`src/rtl/servo_pwm_gen_pkg.sv`:
```
// Shared servo output-stage constants and the duty clamp used by the PID stage.
// Defaults: 20 ms frame, 1..2 ms pulse, 1.5 ms centre at 50 MHz.
package servo_pkg;

    localparam int DUTY_W      = 18;
    localparam int CNT_W       = 20;
    localparam int PERIOD_CNT  = 1_000_000;
    localparam int MIN_DUTY    = 50_000;
    localparam int CENTER_DUTY = 75_000;
    localparam int MAX_DUTY    = 100_000;

    typedef logic [DUTY_W-1:0] duty_t;

    function automatic duty_t clamp_duty(input duty_t x);
        if (x < duty_t'(MIN_DUTY)) begin
            return duty_t'(MIN_DUTY);
        end else if (x > duty_t'(MAX_DUTY)) begin
            return duty_t'(MAX_DUTY);
        end
        return x;
    endfunction

endpackage

```
`src/rtl/servo_pwm_gen.sv`:
```
// Servo PWM output stage: frame counter, frame-boundary shadow registers for duty/enable,
// and a registered pulse output that is cycle-aligned with the frame counter.
module servo_pwm_gen #(
    parameter int PERIOD_CNT  = servo_pkg::PERIOD_CNT,
    parameter int MIN_DUTY    = servo_pkg::MIN_DUTY,
    parameter int CENTER_DUTY = servo_pkg::CENTER_DUTY,
    parameter int MAX_DUTY    = servo_pkg::MAX_DUTY,
    parameter int DUTY_W      = servo_pkg::DUTY_W,
    parameter int CNT_W       = servo_pkg::CNT_W
) (
    input  logic              clk,
    input  logic              rst,
    input  logic              en,
    input  logic [DUTY_W-1:0] duty_in,
    output logic              pwm_out,
    output logic              frame_tick,
    output logic [DUTY_W-1:0] duty_active
);

    // The counter is at least as wide as the duty word, since PERIOD_CNT > MAX_DUTY.
    localparam int PAD_W = CNT_W - DUTY_W;

    logic [CNT_W-1:0]  cnt;
    logic [CNT_W-1:0]  cnt_nxt;
    logic [DUTY_W-1:0] duty_nxt;
    logic              en_act;
    logic              en_nxt;
    logic              boundary;
    logic              pwm_nxt;

    function automatic logic [DUTY_W-1:0] sat_duty(input logic [DUTY_W-1:0] x);
        if (x < DUTY_W'(MIN_DUTY)) begin
            return DUTY_W'(MIN_DUTY);
        end else if (x > DUTY_W'(MAX_DUTY)) begin
            return DUTY_W'(MAX_DUTY);
        end
        return x;
    endfunction

    // Next-state values; the pulse flop is driven from these so pwm_out lines up with cnt.
    always_comb begin
        boundary = (cnt == CNT_W'(PERIOD_CNT - 1));
        cnt_nxt  = boundary ? '0 : cnt + CNT_W'(1);
        duty_nxt = boundary ? sat_duty(duty_in) : duty_active;
        en_nxt   = boundary ? en : en_act;
        pwm_nxt  = en_nxt && (cnt_nxt < {{PAD_W{1'b0}}, duty_nxt});
    end

    always_ff @(posedge clk) begin
        if (rst) begin
            cnt         <= '0;
            duty_active <= DUTY_W'(CENTER_DUTY);
            en_act      <= 1'b0;
            pwm_out     <= 1'b0;
            frame_tick  <= 1'b0;
        end else begin
            cnt         <= cnt_nxt;
            duty_active <= duty_nxt;
            en_act      <= en_nxt;
            pwm_out     <= pwm_nxt;
            frame_tick  <= boundary;
        end
    end

endmodule
```
`config.mk`:
```
export PLATFORM = sky130hd
export DESIGN_NAME = servo_pwm_gen
export DESIGN_NICKNAME = d
export VERILOG_FILES = /design/src/rtl/servo_pwm_gen_pkg.sv /design/src/rtl/servo_pwm_gen.sv
export SDC_FILE = /design/constraint.sdc
export NUM_CORES = 1
export LEC_CHECK = 0
export ABC_CLOCK_PERIOD_IN_PS = 6000
export CORE_ASPECT_RATIO = 1.25
export CORE_MARGIN = 2
export CORE_UTILIZATION = 30
export DETAILED_ROUTE_END_ITERATION = 12
export GPL_TIMING_DRIVEN = 0
export PLACE_DENSITY = 0.59
export SLEW_MARGIN = 10
export SYNTH_ARGS = -nofsm -noshare
export SYNTH_HDL_FRONTEND = slang
export SYNTH_SLANG_ARGS = --single-unit
```
`constraint.sdc`:
```
create_clock -name clk -period 6 [get_ports clk]
set_clock_uncertainty 0.1 [all_clocks]
set_input_delay 1.2 -clock clk [delete_from_list [all_inputs] [get_ports clk]]
set_output_delay 1.2 -clock clk [all_outputs]
set_load 0.005 [all_outputs]
```
==> impl_metrics.py <==
metrics = {
    "logic_synthesis": {
        "synth_compound_area_share_pct": 14.6,
        "synthArstFlopShare_pct": 0,
        "ys.flop_type": "dfxtp_1",
        "synthMuxAreaShare_pct": 0.484,
        "synthXorXnorAreaFrac_pct": 6.40,
        "synth_top_family_by_area": "simple AND/OR/NAND/NOR gates",
        "syn_area_um2": 2330,
        "synth_nets": 299,
        "avgSynthCellArea_um2": 8.95,
        "syn_inst": 260,
        "synth_fa_ha_area_share_pct": 9.68,
        "yosysWarnings": 0,
        "yosys.area_share.simple_pct": 30.2,
        "ys_ff_latch": 41,
        "yosysSeqAreaShare_pct": 35.3,
        "yosysUniqueCellTypes": 57,
        "synth_edf_count": 0,
    },
    "global_route": {
        "grt_max_degree": 13,
        "grt_overflow_total": 0,
        "grt_pass1_wl_mm": 9.72,
        "grt_use_total_pct": 15.3,
        "antenna_found_initial": 0,
        "grt_pass1_vias": 2035,
    },
    "cts": {
        "cts_tree": "yes",
        "numCtsBuffers": 5,
        "cts_resized": 0,
        "clk_pin_slew_ps": 80,
        "holdBufCountCts": 0,
        "cts_num_sinks": 41,
        "clk_latency_ps": 290,
        "root_buffer": "clkbuf_8",
        "cts_max_level": 2,
        "clockBufferDepth": 2,
        "cts_setup_buffers": 0,
    },
    "final_layout": {
        "final.fill_count": 765,
        "final_nets": 346,
        "multi_input_area_um2": 1430,
        "seqCellArea_um2": 821,
        "final_cell_mix": "dfxtp_1, clkdlybuf4s50_1, nor2_1, ha_1, nand2_1",
        "area_growth_pct": 25.7,
        "drive_gt1_share_pct": 8.12,
        "insertedDiodeCount": 0,
        "final_common_cell": "dfxtp_1",
        "finalNonFillerCells": 400,
    },
    "run": {
        "drv_cap": 0,
    },
    "sta": {
        "slew_headroom_pct": 63.8,
        "setup-tns-final_ps": 0,
        "post-route-min-period_ps": 4620,
        "rsz0062_at_grt": "false",
        "drv_slew": 0,
        "fmax_mhz": 217,
        "setup_viol": 0,
        "worst_slew_pin_slew_ps": 543,
        "hold_violations": 0,
        "min_period_over_period_pct": 76.9,
        "layout_setup_ws_ps": 1380,
    },
    "floorplan": {
        "fp.dieH_um": 102,
        "die_area_um2": 8480,
        "boundaryPins": 41,
        "core_area_um2": 7440,
        "die_w_um": 82.8,
        "initial_utilization_pct": 31.3,
        "std_cell_rows": 35,
    },
    "worst_setup_path": {
        "r2r-start": "cnt[0]",
        "reg2reg_to": "pwm_out",
        "path_depth": 13,
        "rr_worst_depth": 14,
        "crit_top_cell": "a21oi_1",
        "end_kind": "flop",
        "slowest_delay_ps": 430,
        "path_buf_inv": 1,
        "start_kind": "primary input",
        "slowest_stage": "clkdlybuf4s50_1",
        "crit_arrival_ps": 4700,
        "path_cells": "clkdlybuf4s50_1 -> nor3_1 -> a21oi_1 -> a21o_1 -> nor3_4 -> a22oi_1 -> ha_1 -> nand4_1 -> nor4_1 -> o2111ai_1 -> a21oi_1 -> o41ai_1 -> and4_1",
        "path_max_fanout": 9,
        "crit_family": "simple AND/OR/NAND/NOR gates",
        "worstPathRequired_ps": 6080,
        "rrSetupSlack_ps": 2150,
        "crit_type": "primary input to flop",
    },
    "power_and_ir_drop": {
        "power.density_nw_per_um2": 168,
        "peakVddDrop_uv": 100,
        "total_power_w": 0.000492,
        "p_leak_nw": 1.20,
    },
    "placed_design": {
        "port_buffers": 40,
        "gp_congestion": 0.819,
        "post-dp-hpwl_mm": 4.93,
        "dp_cells": 392,
        "post-place-ws_ps": 1030,
    },
    "hold_path": {
        "hold_end": "duty_active[17]",
        "hold_start": "duty_active[17]",
        "worstHoldPathCells": 2,
        "hold_class": "flop to flop",
    },
    "detailed_routing": {
        "vias": 2075,
        "drt_first_iter_violations": 95,
        "wl_per_cell_um": 15.3,
        "drc": 0,
        "detail_route.first_pass.iterations": 4,
        "via_per_inst": 5.19,
        "drtAntennaViolNets": 0,
        "drt-total-wl_mm": 6.11,
    },
    "outcome": {
        "status": "finished, final reports clean",
    },
}
-- cell families (layout without fill, tap and decap cells) --
family | after synthesis | count (layout)
and+or+nand+nor | 121 | 121
adders and majority gates | 18 | 18
DFF | 41 | 41
xor gates and xnor gates | 17 | 17
buffers and inverters | 16 | 64
muxes | 1 | 1
AOI/OAI and AO/OA | 46 | 46
-- synth_stat cells, types with 2 or more instances --
library cell   n  area, um2
nand2_1       17       63.8
inv_1          7       26.3
o2bb2ai_1      2       17.5
o21ai_2        2       17.5
nand4b_1       2       17.5
o211ai_1       3       22.5
nor2_1        29        109
buf_2          2       10.0
buf_6          2       22.5
and2_1        13       81.3
xnor2_1        7       61.3
clkbuf_1       5       18.8
a211oi_1       3       22.5
o21ai_0        3       15.0
xor2_1        10       87.6
and3_1         4       25.0
ha_1          18        225
a211o_1        4       35.0
and4_1         3       26.3
a21o_1         3       22.5
nor4b_1        2       17.5
nor3_1        12       60.1
a22oi_1        6       45.0
a21oi_1       10       50.1
nand3_1        9       45.0
nand4_1        7       43.8
nor4_1         5       31.3
dfxtp_1       41        821
-- report_power, final --
group          internal [W]  total (W)  switching, W  leakage (nW)
sequential         0.000273   0.000275    0.00000176         0.331
clock             0.0000808   0.000177     0.0000967        0.0450
combinational     0.0000195  0.0000397     0.0000202         0.819
-- sequential cells by signal (all words and copies together), names as in the netlist --
register,flops
cnt,20
duty_active,18
en_act,1
frame_tick,1
pwm_out,1
-- worst max-delay path by stage --
| stage | endpoint | from |
|---|---|---|
| 2_1_floorplan | pwm_out | duty_in[6] |
| 3_3_place_gp | pwm_out | duty_in[13] |
| 3_5_place_dp | pwm_out | duty_in[13] |
| 4_1_cts | pwm_out | duty_in[13] |
| 5_1_grt | pwm_out | duty_in[0] |
| 6_report | pwm_out | duty_in[13] |
-- layout make-up --
cell class,instances,share of cell area [%]
multi-input combinational,203,48.8
sequential,41,28.1
timing repair buffer,40,13.7
tap,92,3.93
clock buffer,6,2.48
buffer,9,1.75
inverter,7,0.898
clock inverter,2,0.342
-- worst reg2reg max path: stages, from the launching register on --
cell and delay (ps):
dfxtp_1 410, ha_1 220, nand3_2 150, or2_4 290, or2_1 220, buf_2 170, nor3_4 440, a22oi_1 170
ha_1 340, nand4_1 150, nor4_1 430, o2111ai_1 170, a21oi_1 140, o41ai_1 120, and4_1 240
-- per-stage QoR --
step                      cell area [um2]  util, %  hold WS, ps
after floorplan                      2330        -          340
after global placement               2840     38.2          380
after detailed placement             2840     38.2          387
after CTS                            2930     39.3          388
after global routing                 2930     39.3          428
final                                2930     39.3          380
-- per-layer routing --
layer	track usage, %	routed length, um	share of wire (%)
met1	18.1	2640	43
met2	27.5	3140	51
met3	2.56	211	3.5
met4	5.30	115	1.9
met5	0	0	0
Power figures use the tool's default switching activity.
